<file path="src/rtl/adbus_responder.sv">
// Peripheral responder on a multiplexed 8085-style AD bus: latches the address on ALE,
// decodes a 4-register window and serves reads/writes with programmable wait states.
module adbus_responder #(
  parameter int                  DATASIZE = 8,
  parameter logic [DATASIZE-1:0] BASEADDR = 8'h40,
  parameter int                  WAITCNT  = 2,
  parameter int                  TIMEOUT  = 15
) (
  input  logic                  clk,
  input  logic                  rst,
  input  logic                  ale,
  input  logic                  rd_n,
  input  logic                  wr_n,
  input  logic [DATASIZE-1:0]   ad_in,
  output logic [DATASIZE-1:0]   ad_out,
  output logic                  ad_oe,
  output logic                  ready,
  output logic [4*DATASIZE-1:0] regs,
  output logic                  err
);

  typedef enum logic [2:0] {IDLE, ADDR, WAITR, WAITW, READ, WRITE, IGNORE} state_t;

  localparam logic [7:0] WAIT_L = 8'(WAITCNT);
  localparam logic [7:0] TO_L   = 8'(TIMEOUT);

  state_t                       state, state_d;
  logic [DATASIZE-1:0]          addr, addr_d;
  logic [DATASIZE-1:0]          data_q, data_d;
  logic [DATASIZE-1:0]          ad_out_d;
  logic [3:0][DATASIZE-1:0]     rf, rf_d;
  logic [7:0]                   wcnt, wcnt_d;
  logic [7:0]                   tcnt, tcnt_d;
  logic                         ad_oe_d, ready_d, err_d;
  logic                         rd, wr, in_win;

  assign rd     = ~rd_n;
  assign wr     = ~wr_n;
  assign in_win = (addr[DATASIZE-1:2] == BASEADDR[DATASIZE-1:2]);
  assign regs   = rf;

  always_comb begin
    state_d  = state;
    addr_d   = addr;
    // Tracks the bus value of the most recent cycle the write strobe was low.
    data_d   = wr ? ad_in : data_q;
    rf_d     = rf;
    wcnt_d   = wcnt;
    tcnt_d   = '0;
    ad_out_d = ad_out;
    ad_oe_d  = ad_oe;
    ready_d  = ready;
    err_d    = err;

    if (ale && (state inside {WAITR, WAITW, READ, WRITE, IGNORE}))
      err_d = 1'b1;

    case (state)
      IDLE: begin
        ad_oe_d = 1'b0;
        ready_d = 1'b1;
        wcnt_d  = '0;
        if (ale) begin
          addr_d  = ad_in;
          state_d = ADDR;
        end
      end
      ADDR: begin
        if (ale) begin
          addr_d = ad_in;
        end else if (rd && wr) begin
          err_d   = 1'b1;
          state_d = IGNORE;
        end else if ((rd || wr) && !in_win) begin
          state_d = IGNORE;
        end else if (rd || wr) begin
          wcnt_d = '0;
          if (WAIT_L == 8'd0) begin
            if (rd) begin
              state_d  = READ;
              ad_oe_d  = 1'b1;
              ad_out_d = rf[addr[1:0]];
            end else begin
              state_d = WRITE;
            end
          end else begin
            ready_d = 1'b0;
            state_d = rd ? WAITR : WAITW;
          end
        end else if (tcnt + 8'd1 >= TO_L) begin
          state_d = IDLE;
        end else begin
          tcnt_d = tcnt + 8'd1;
        end
      end
      WAITR: begin
        if (!rd) begin
          ready_d = 1'b1;
          wcnt_d  = '0;
          state_d = IDLE;
        end else if (wcnt + 8'd1 >= WAIT_L) begin
          ready_d  = 1'b1;
          wcnt_d   = '0;
          state_d  = READ;
          ad_oe_d  = 1'b1;
          ad_out_d = rf[addr[1:0]];
        end else begin
          wcnt_d  = wcnt + 8'd1;
          ready_d = 1'b0;
        end
      end
      WAITW: begin
        // An early strobe release still commits the last sampled data.
        if (!wr) begin
          rf_d[addr[1:0]] = data_q;
          ready_d         = 1'b1;
          wcnt_d          = '0;
          state_d         = IDLE;
        end else if (wcnt + 8'd1 >= WAIT_L) begin
          ready_d = 1'b1;
          wcnt_d  = '0;
          state_d = WRITE;
        end else begin
          wcnt_d  = wcnt + 8'd1;
          ready_d = 1'b0;
        end
      end
      READ: begin
        if (!rd) begin
          ad_oe_d  = 1'b0;
          ad_out_d = '0;
          state_d  = IDLE;
        end else begin
          ad_out_d = rf[addr[1:0]];
        end
      end
      WRITE: begin
        if (!wr) begin
          rf_d[addr[1:0]] = data_q;
          state_d         = IDLE;
        end
      end
      IGNORE: begin
        if (!rd && !wr)
          state_d = IDLE;
      end
      default: state_d = IDLE;
    endcase
  end

  always_ff @(posedge clk or posedge rst) begin
    if (rst) begin
      state  <= IDLE;
      addr   <= '0;
      data_q <= '0;
      rf     <= '0;
      wcnt   <= '0;
      tcnt   <= '0;
      ad_out <= '0;
      ad_oe  <= 1'b0;
      ready  <= 1'b1;
      err    <= 1'b0;
    end else begin
      state  <= state_d;
      addr   <= addr_d;
      data_q <= data_d;
      rf     <= rf_d;
      wcnt   <= wcnt_d;
      tcnt   <= tcnt_d;
      ad_out <= ad_out_d;
      ad_oe  <= ad_oe_d;
      ready  <= ready_d;
      err    <= err_d;
    end
  end

  oe_only_in_read: assert property (@(posedge clk) disable iff (rst) ad_oe |-> (state == READ));

endmodule

</file>
<file path="config.mk">
export PLATFORM = sky130hd
export DESIGN_NAME = adbus_responder
export DESIGN_NICKNAME = d
export VERILOG_FILES = /design/src/rtl/adbus_responder.sv
export SDC_FILE = /design/constraint.sdc
export NUM_CORES = 1
export LEC_CHECK = 0
export CORE_UTILIZATION = 49
export CTS_CLUSTER_DIAMETER = 40
export DETAILED_ROUTE_END_ITERATION = 8
export PLACE_DENSITY = 0.76
export SKIP_CTS_REPAIR_TIMING = 1
export SLEW_MARGIN = 20
export SYNTH_ARGS = -nofsm -noshare
export SYNTH_HDL_FRONTEND = slang
export SYNTH_SLANG_ARGS = --single-unit
</file>
<file path="constraint.sdc">
create_clock -name clk -period 2.7 [get_ports clk]
set_input_delay 0.81 -clock clk [delete_from_list [all_inputs] [get_ports clk]]
set_output_delay 0.81 -clock clk [all_outputs]
set_load 0.01 [all_outputs]
</file>
# Word-level counts from Yosys, hierarchy flattened
# Index checks and enable logic that the tools add are counted.
classes:
  add_sub_neg: 2
  n_lt_le_gt_ge: 4
  eq_ne: 20
  mux: 54
  bitwise: 2
  reduce_logical: 20
ops:
  columns: ["operator", "count"]
  rows:
  - ["$mux W8", 18]
  - ["$mux W3", 13]
  - ["$bwmux W32", 1]
  - ["$pmux W8 S4", 1]
  - ["$pmux W3 S7", 1]
  - ["$add A8 B1 Y8 const B", 2]
  - ["$bmux W8 S2", 1]
  - ["$demux W8 S2", 1]
  - ["$ne A2 B2 Y1 const B", 8]
  - ["$pmux W8 S2", 1]
  - ["$mux W1", 15]
  - ["$eq A3 B3 Y1 const B", 3]
  - ["$ge A8 B2 Y1 const B", 1]
  - ["$ge A8 B4 Y1 const B", 1]
  - ["$reduce_and A8 Y1", 1]
  - ["$eq A3 B2 Y1 const B", 2]
  - ["$eq A6 B5 Y1 const B", 1]
  - ["$ne A3 B2 Y1 const B", 2]
  - ["$logic_and A1 B1 Y1", 5]
  - ["$ne A5 B5 Y1 const B", 1]
  - ["$reduce_and A5 Y1", 1]
  - ["$reduce_bool A5 Y1", 1]
  - ["$ne A2 B1 Y1 const B", 2]
  - ["$pmux W1 S4", 1]
  - ["15 further kinds", 18]
word_totals:
  register_bits: 78
  in_bits: 13
  out_inout_bits: 43

# Depth between registers and ports, before layout
# Gate-level depths: netlist of run 1.
logic_depth:
  word_depth: 8
  ltp_mapped: 8

# Least setup slack after synthesis of run 1
# No wires, ideal clock.
synth_path:
  kind: "input to register"
  startpoint: "input port wr_n"
  endpoint: "register rf (netlist bit regs[0])"
  arrival_time_ns: 2.085
  t_required_ns: 2.573
  path_slack_ns: 0.487
  cell_stages: 5
  cell_sequence: "clkbuf_1 -> nand2_1 -> a21oi_1 -> nor3b_4 -> mux2_1"
synth_via:
  elab_chain_cells: 1
synth_rtl:
  columns: ["element", "line", "rtl"]
  rows:
  - ["from (decl)", "13", "input logic wr_n,"]
  - ["$reduce_and A2 Y1 (no source line)", null, null]
  - ["to (signal assigned)", "167", "rf <= rf_d;"]
  - ["to (decl)", "31", "logic [3:0][DATASIZE-1:0] rf, rf_d;"]
# Every way passes these cells.
# A chain may end at the register's enable or synchronous reset.

# Worst setup path in the final report of run 1
layout_path:
  startpoint: "register wcnt[0]"
  endpoint: "register ad_out[5]"
layout_via:
  elab_chain_cells: 4
layout_rtl:
  columns: ["element", "line", "rtl"]
  rows:
  - ["from (decl)", "32", "logic [7:0] wcnt, wcnt_d;"]
  - ["from (signal assigned)", "168", "wcnt <= wcnt_d;"]
  - ["$add A8 B1 Y8", "101", "end else if (wcnt + 8'd1 >= WAIT_L) begin"]
  - ["$ge A8 B2 Y1", "101", null]
  - ["$ne A2 B1 Y1 (no source line)", null, null]
  - ["$reduce_and A3 Y1 (no source line)", null, null]
  - ["to (signal assigned)", "170", "ad_out <= ad_out_d;"]
  - ["to (decl)", "15", "output logic [DATASIZE-1:0] ad_out,"]
# Every way passes these cells.

==> metrics.csv, run 1 <==
metric,value,unit
path_max_fanout,8,
max_freq,400.6,MHz
drtPass1Iterations,4,
hpwlAfterDp,5403,um
drc_errors,0,
synth_top_area_cell,dfrtp_1,
min_period,2.496,ns
cts_tree,done,
die-area,0.007831,mm^2
grt_usage,0.2167,
cpLargestDelayFamily,compound AO/OA/AOI/OAI gates,
drv_cap,0,
synth_top_cells_by_area,"dfrtp_1 53%, mux2_2 9.8%, mux2_1 4.9%",
ant_nets,0,
grt.met2_usage,0.3084,
drive_gt1_frac,0.2381,
synth.most_common_cell,dfrtp_1,
fin_tns_setup,0,ns
required,2.94,ns
start_util,0.5054,
synth.distinct_cells,54,
yosysTopAreaCellShare,0.5256,
grt_max_degree,79,
syn_area,0.003666,mm^2
final.fill_count,571,
cts_max_level,3,
cts_buffer_depth,2,
synth-seq-cells,78,
syn_area_per_cell,13.05,um^2
use_met3,0.03358,
first_iter_violations,179,
relSlewSlack,0.4629,
hold_viol_final,0,
worstMarginPinSlew,0.8056,ns
die_w,88.50,um
hp-start,err,
min_path_type,register to register,
synth_common_cells,"77 x dfrtp_1, 32 x mux2_2, 16 x mux2_1, 16 x nor2b_1, 12 x nor2_1",
fp.dieH,88.50,um
clkTransAtPathRegs,0.08,ns
end_kind,register,
critPathArrivalTime,2.73,ns
routed_via_density,5.513,
grt_pass1_wl,12430,um
diodes,0,
cts.sinks,78,
clk_latency,0.35,ns
grt-busiest-layer,met1,
fin_cells,456,
via_count,2514,
wl,7763,um
rsz0062_at_grt,no,
detail_route.wl_per_cell,17.02,um
setup_violations,0,
finalWeightedCongestion,0.8794,
period_share,0.9246,
io_buffers,55,
power.leakage,1.999,nW
synth_edf_count,0,
syn2layout_area_growth,25.22,%
yosysSeqAreaShare,0.5328,
fin_skew,0.009820,ns
critPathLaunch,wcnt[0],
r2r_start,wcnt[0],
crit_type,register to register,
use_met1,0.3249,
cp-start-kind,register,
overflow,0,
outcome,completed,
fp.coreArea,0.007253,mm^2
cpMaxStageDelayCell,dfrtp_1,
final_max_slew_viol_count,0,
yosys_warnings,0,
slowest_delay,0.46,ns
antenna_found_initial,0,
ys.flop_type,dfrtp_1,
layout.nets,370,
r2r_slack,0.20,ns
row_count,31,
synthArstFlopShare,1.000,
io_pins,56,
ir_drop,429.9,uV
synthCells,281,
fin_util,0.6329,
cp.buffers_inverters,0,
cts_root_buffer,clkbuf_8,
placedCellCount,441,
power.density,995.8,mW/mm^2
crit_chain,ha_1 > or4b_1 > o22ai_2 > a41o_1 > o221a_2 > mux2_4,
grt_pass1_vias,2332,
cts_buffers,9,
## worst paths after layout
check	to	cells past startpoint
hold / removal	err	1
setup / recovery	ad_out[5]	6
hold reg to reg	err	1
setup reg to reg	ad_out[5]	6
max in group asynchronous	ready	3
min in group asynchronous	data_q[7]	3
## per-layer routing
| layer | vias up | routed length [um] |
|---|---|---|
| met5 | - | 0 |
| met1 | 1267 | 3863 |
| li1 | 1160 | - |
| met4 | 0 | 206 |
| met2 | 71 | 3441 |
| met3 | 16 | 251 |
## cell families after synthesis
group,synth area share
compound gates,0.07065
other cells,0.001023
mux,0.2321
flops,0.5328
fa+ha+maj,0.01365
xor+xnor,0.01672
buf+inv,0.02116
simple gates,0.1119
## worst reg2reg max path, cell delays in order (launching register included)
cell and delay (ns):
dfrtp_1 0.46, ha_1 0.34, or4b_1 0.46, o22ai_2 0.16, a41o_1 0.20, o221a_2 0.43, mux2_4 0.34
## cells in the final DEF, fill, tap and decap left out, types with 3 or more instances in the layout
cell type / synthesis / routed
dfrtp_1: 77 / 77
clkdlybuf4s50_1: 0 / 55
mux2_2: 32 / 32
mux2_1: 16 / 16
nor2b_1: 16 / 16
nor2_1: 12 / 12
buf_4: 0 / 12
clkbuf_8: 0 / 10
a21oi_1: 9 / 9
nand2_1: 8 / 8
mux4_2: 8 / 8
mux2_4: 8 / 8
nand3_1: 7 / 7
inv_1: 7 / 6
nand4_1: 5 / 5
o21ai_0: 5 / 5
nand2b_1: 4 / 4
xnor2_1: 4 / 4
a31oi_1: 4 / 4
ha_1: 4 / 4
conb_1: 1 / 4
xor2_1: 3 / 3
a21o_1: 3 / 3
nor3_1: 3 / 3
## stage by stage
stage,cell area [um^2],power [mW],setup slack [ns],hold WS (ns)
after floorplan,3681,2.984,0.4870,0.4495
after global placement,4418,3.759,0.1397,0.4542
after detailed placement,4418,3.819,0.02582,0.4695
after CTS,4591,4.594,0.1951,0.4813
after global routing,4591,4.850,0.1322,0.4949
final,4591,4.571,0.2037,0.4758
## final cells by class
cell class	count	area [um^2]	area share
clock inverter	5	35.03	0.007632
timing repair buffer	68	660.6	0.1439
tap	99	123.9	0.02698
clock buffer	10	137.6	0.02998
inverter	8	33.78	0.007359
multi-input combinational	188	1647	0.3587
sequential	78	1953	0.4255
## state kept, by name, summed over array words and instances (netlist names)
name	count
wcnt	8
state	3
ad_oe	1
data_q	8
err	1
ad_out	8
tcnt	8
addr	8
ready	1
regs	32
## power by group
part,switching [mW],internal (mW),total (mW),leakage [nW]
registers,0.402,1.54,1.94,0.993
clock network,0.422,0.355,0.777,0.0885
logic,0.700,1.16,1.86,0.917
total,1.52,3.05,4.57,2.00
Power figures use the tool's default switching activity.
==> run 2: changes to the inputs <==
- CTS_BUF_LIST: unset -> sky130_fd_sc_hd__clkbuf_16
==> run 2 against run 1 <==
  * Hold slack lost 0.0059 ns
  * Via count grew 1.8%
  * Global-route usage grew 0.52 points
  * Clock skew shrank 0.0035 ns
  * Register-to-register slack is essentially flat
  * Fmax is essentially flat
  * Count of clock-buffer cells in the layout shrank 1
  * Die area is the same
  * Sequential share of layout area shrank 0.83 points
  * Final area grew 2.0%
  * Critical endpoint is now ad_out[4]
  * Largest cell class unchanged
==> metrics.csv, run 2 (synthesized netlist as in run 1, its figures left out) <==
metric,value,unit,change
io_buffers,55,,unchanged
ir_drop,508.4,uV,+18%
path_max_fanout,8,,unchanged
period_share,0.9253,,about the same
io_pins,56,,unchanged
final_common_cell,dfrtp_1,,
fp.dieH,88.50,um,unchanged
slowest_delay,0.46,ns,about the same
wl,7917,um,+2.0%
switching_power,1.571,mW,+3.1%
final_max_slew_viol_count,0,,unchanged
hpwlAfterDp,5403,um,unchanged
grt_pass1_wl,12660,um,+1.8%
start_util,0.5054,,unchanged
cp-start-kind,register,,
p_int,3.311,mW,+8.6%
fp.coreArea,0.007253,mm^2,unchanged
clkTransAtPathRegs,0.06,ns,-0.02 ns
diodes,0,,unchanged
cts_buffers,9,,unchanged
grt_pass1_vias,2424,,+3.9%
row_count,31,,unchanged
layout.nets,370,,unchanged
ant_nets,0,,unchanged
drive_gt1_frac,0.2353,,-0.002801
cts.sinks,78,,unchanged
die-area,0.007831,mm^2,unchanged
grt_max_degree,79,,unchanged
worstMarginPinSlew,0.8225,ns,+0.01691 ns
first_iter_violations,178,,-0.56%
clk_latency,0.33,ns,-0.02 ns
cts_root_buffer,clkbuf_16,,
antenna_found_initial,0,,unchanged
die_w,88.50,um,unchanged
grt_usage,0.2218,,+0.005168
swShare,0.3219,,-0.01150
required,2.91,ns,-0.03 ns
p_comb_frac,0.383,,-0.023
min_path_type,register to register,,
clkPwrFrac,0.220,,+0.050
fin_hold_ws,0.4699,ns,-0.005901 ns
crit_type,register to register,,
relSlewSlack,0.4516,,-0.01127
finalWeightedCongestion,0.8794,,unchanged
rsz0062_at_grt,no,,
routed_via_density,5.610,,+1.8%
cts_tree,done,,
power.leakage,2.040,nW,+2.0%
final.fill_count,558,,-2.3%
setup_violations,0,,unchanged
cts_max_level,3,,unchanged
overflow,0,,unchanged
layout_common_cells,"77 x dfrtp_1, 55 x clkdlybuf4s50_1, 32 x mux2_2",,
via_count,2558,,+1.8%
max_freq,400.3,MHz,about the same
min_period,2.498,ns,+0.002033 ns
fin_tns_setup,0,ns,unchanged
cpMaxStageDelayCell,or4b_1,,
power.density,1043,mW/mm^2,+4.7%
cts_buffer_depth,2,,unchanged
fin_skew,0.006356,ns,-0.003464 ns
detail_route.wl_per_cell,17.36,um,+2.0%
largest_register_ff_count,32,,unchanged
drtPass1Iterations,4,,unchanged
end_kind,register,,
hold_viol_final,0,,unchanged
drv_cap,0,,unchanged
critPathArrivalTime,2.71,ns,-0.02 ns
drc_errors,0,,unchanged
outcome,completed,,
syn2layout_area_growth,27.71,%,
crit_chain,ha_1 > or4b_1 > o22ai_2 > a41o_1 > o221a_2 > mux2_4,,
power_frac_seq,0.397,,-0.027
==> run 2: cell count changes in the layout (fill, tap and decap cells not counted), sizes merged <==
cell / delta
clkinv: +1
clkbuf: -1
==> run 2: critical path, delay by kind of cell, from the launching register on <==
kind	cells	cell delay [ns]
flip-flops	1	0.45
adder cells (fa/ha/maj)	1	0.34
multiplexers	1	0.34
AND/OR/NAND/NOR	1	0.46
AO/OA/AOI/OAI	3	0.79
==> run 2: stage by stage <==
step	cell area, um^2	std cells	total power, mW	utilization	setup slack, ns
global route	4682	456	5.164	0.6455	0.1313
floorplan	3681	284	2.984	-	0.4870
detailed placement	4418	441	3.819	0.6091	0.02582
CTS	4682	456	4.911	0.6455	0.1925
global placement	4418	441	3.759	0.6091	0.1397
finish	4682	456	4.882	0.6455	0.2016
==> run 2: cell type report <==
class	count	area [um^2]	share of cell area
flip-flops and latches	78	1953	0.4172
multi-input cells	188	1647	0.3517
repair buffers	68	660.6	0.1411
clock buffers	9	225.2	0.04810
well taps	99	123.9	0.02646
clock inverters	6	38.79	0.008284
inverters	8	33.78	0.007215
==> run 2: power groups by stage <==
| stage | clock [mW] | combinational, mW | sequential, mW |
|---|---|---|---|
| after CTS | 1.09 | 1.88 | 1.94 |
| after floorplan | 0 | 1.09 | 1.90 |
| final | 1.07 | 1.87 | 1.94 |
| after global routing | 1.15 | 2.02 | 2.00 |
| after detailed placement | 0 | 1.86 | 1.96 |
| after global placement | 0 | 1.81 | 1.95 |
==> run 2: worst paths after layout <==
| path | startpoint | to | slack, ns | cells past startpoint |
|---|---|---|---|---|
| max in group asynchronous | rst | ready | 1.41 | 3 |
| setup reg to reg | wcnt[0] | ad_out[4] | 0.20 | 6 |
| setup / recovery | wcnt[0] | ad_out[4] | 0.20 | 6 |
| min in group asynchronous | rst | regs[31] | 0.94 | 3 |
| hold reg to reg | err | err | 0.47 | 1 |
| hold / removal | err | err | 0.47 | 1 |
==> run 2: layer usage <==
metal / part of all wire / vias up / global-route usage / wire (um)
li1: - / 1168 / - / -
met1: 0.47 / 1289 / 0.3200 / 3689
met2: 0.46 / 88 / 0.3224 / 3625
met3: 0.055 / 13 / 0.04757 / 438
met4: 0.021 / 0 / 0.1012 / 163
met5: 0 / - / 0 / 0
==> run 3: changes to the inputs <==
- CAP_MARGIN: unset -> 10
- CORE_UTILIZATION: 49 -> 54
- PLACE_DENSITY: 0.76 -> 0.8
- clock period: 2.7 -> 2.4 ns (I/O delays scaled with it)
==> run 3 against run 2 <==
  * The flow now finishes with violations (design-rule violations)
  * Count of clock-buffer cells in the layout unchanged
  * Sequential share of layout area decreased by 0.41 points
  * Global-route usage increased by 2.2 points
  * Non-clock buffer count increased by 8
  * Clock power increased by 13%
  * Core utilization increased by 8.7 points
  * Cell count decreased by 3.1%
  * Final area increased by 0.99%
  * Register-to-register slack got worse by 0.13 ns
  * Critical endpoint is now ad_out[2]
  * Highest routed layer unchanged
==> metrics.csv, run 3 (synthesized netlist as in run 1, its figures left out) <==
metric,value,unit,change
antenna_found_initial,0,,unchanged
power.density,1172,mW/mm^2,+12%
io_buffers,55,,unchanged
crit_type,register to register,,
path_max_fanout,8,,unchanged
grt_usage,0.2443,,+0.02242
cpMaxStageDelayCell,or4b_1,,
syn2layout_area_growth,28.98,%,
clkTransAtPathRegs,0.06,ns,about the same
fin_hold_ws,0.4652,ns,-0.004681 ns
cts_max_level,3,,unchanged
fp.dieH,84.40,um,-4.6%
layout.nets,378,,+2.2%
slowest_delay,0.45,ns,about the same
drtPass1Iterations,6,,+2
power.leakage,2.087,nW,+2.3%
wl,7895,um,-0.28%
overflow,0,,unchanged
ant_nets,0,,unchanged
rsz0062_at_grt,no,,
drive_gt1_frac,0.2548,,+0.01950
cp-start-kind,register,,
cts_tree,done,,
cts_root_buffer,clkbuf_16,,
final.fill_count,444,,-20%
grt_pass1_vias,2563,,+5.7%
hold_viol_final,0,,unchanged
ir_drop,674.5,uV,+33%
finalWeightedCongestion,0.8887,,+1.1%
fin_skew,0.008762,ns,+0.002406 ns
drc_errors,10,,+10
via_count,2536,,-0.86%
relSlewSlack,0.4949,,+0.04327
first_iter_violations,212,,+19%
row_count,29,,-6.5%
largest_register_ff_count,32,,unchanged
drv_cap,0,,unchanged
max_freq,428.8,MHz,+7.1%
end_kind,register,,
grt_pass1_wl,13190,um,+4.1%
multiInputGateArea,0.001647,mm^2,unchanged
io_pins,56,,unchanged
start_util,0.5676,,+0.06218
cts.sinks,78,,unchanged
pre_cts_slack,-0.03663,ns,-0.06245 ns
p_total,5.540,mW,+13%
violations,design-rule violations,,
setup_violations,0,,unchanged
clk_latency,0.33,ns,about the same
final_common_cell,dfrtp_1,,
worstMarginPinSlew,0.7576,ns,-0.06490 ns
final_max_slew_viol_count,0,,unchanged
final-seq-area,0.001953,mm^2,unchanged
fp.coreArea,0.006459,mm^2,-11%
required,2.61,ns,-0.30 ns
die-area,0.007123,mm^2,-9.1%
cts_buffers,9,,unchanged
crit_chain,inv_1 > ha_1 > or4b_1 > o22ai_2 > a41o_1 > o221a_2 > mux2_4,,
hpwlAfterDp,5483,um,+1.5%
fin_tns_setup,0,ns,unchanged
die_w,84.40,um,-4.6%
diodes,0,,unchanged
min_path_type,register to register,,
layout_common_cells,"77 x dfrtp_1, 55 x clkdlybuf4s50_1, 32 x mux2_2",,
critPathArrivalTime,2.55,ns,-0.16 ns
outcome,"complete, but fails checks",,
routed_via_density,5.738,,+2.3%
grt_max_degree,24,,-70%
min_period,2.332,ns,-0.1660 ns
period_share,0.9718,,+0.04649
detail_route.wl_per_cell,17.86,um,+2.9%
layout_setup_ws,0.06767,ns,-0.1340 ns
cts_buffer_depth,2,,unchanged
## run 3: cell count changes in the layout (fill, tap and decap cells not counted), sizes merged
cell | previous run | this run
inv | 8 | 7
buf | 13 | 21
clkinv | 4 | 5
## run 3: layout make-up
type | instances | area share
sequential | 78 | 0.4131
multi-input combinational | 188 | 0.3482
timing repair buffer | 76 | 0.1551
clock buffer | 9 | 0.04763
tap | 77 | 0.02038
clock inverter | 6 | 0.008468
inverter | 8 | 0.007145
## run 3: worst paths after layout
kind	startpoint	endpoint	slack, ns	cells past startpoint
worst max-delay path	wcnt[1]	ad_out[2]	0.07	7
worst min-delay path	ready	ready	0.47	2
worst max register to register	wcnt[1]	ad_out[2]	0.07	7
worst min register to register	ready	ready	0.47	2
max in group asynchronous	rst	ad_out[6]	1.05	3
min in group asynchronous	rst	data_q[7]	0.79	2
## run 3: power by group
part / internal [mW] / switching (mW)
Combinational: 1.33 / 0.819
Clock: 0.691 / 0.520
Sequential: 1.73 / 0.445
Total: 3.76 / 1.78
## run 3: worst max-delay path, delay by kind of cell (launching register included)
| family | cells | cell delay (ns) |
|---|---|---|
| AO/OA/AOI/OAI | 3 | 0.75 |
| AND/OR/NAND/NOR | 1 | 0.45 |
| flip-flops | 1 | 0.34 |
| multiplexers | 1 | 0.33 |
| adder cells (fa/ha/maj) | 1 | 0.28 |
| buffers and inverters | 1 | 0.06 |
## run 3: layer usage
metal	wire length, um	share of wire	track usage	up-vias
li1	-	-	-	1186
met1	3505	0.44	0.3263	1269
met2	3925	0.50	0.4009	67
met3	300	0.038	0.04326	14
met4	163	0.021	0.09861	0
met5	0	0	0	-
## run 3: through the flow
stage / cell area [um^2] / instances / util
after CTS: 4728 / 442 / 0.7321
after detailed placement: 4463 / 427 / 0.6910
after floorplan: 3681 / 284 / -
final: 4728 / 442 / 0.7321
after global placement: 4463 / 427 / 0.6910
after global routing: 4728 / 442 / 0.7321
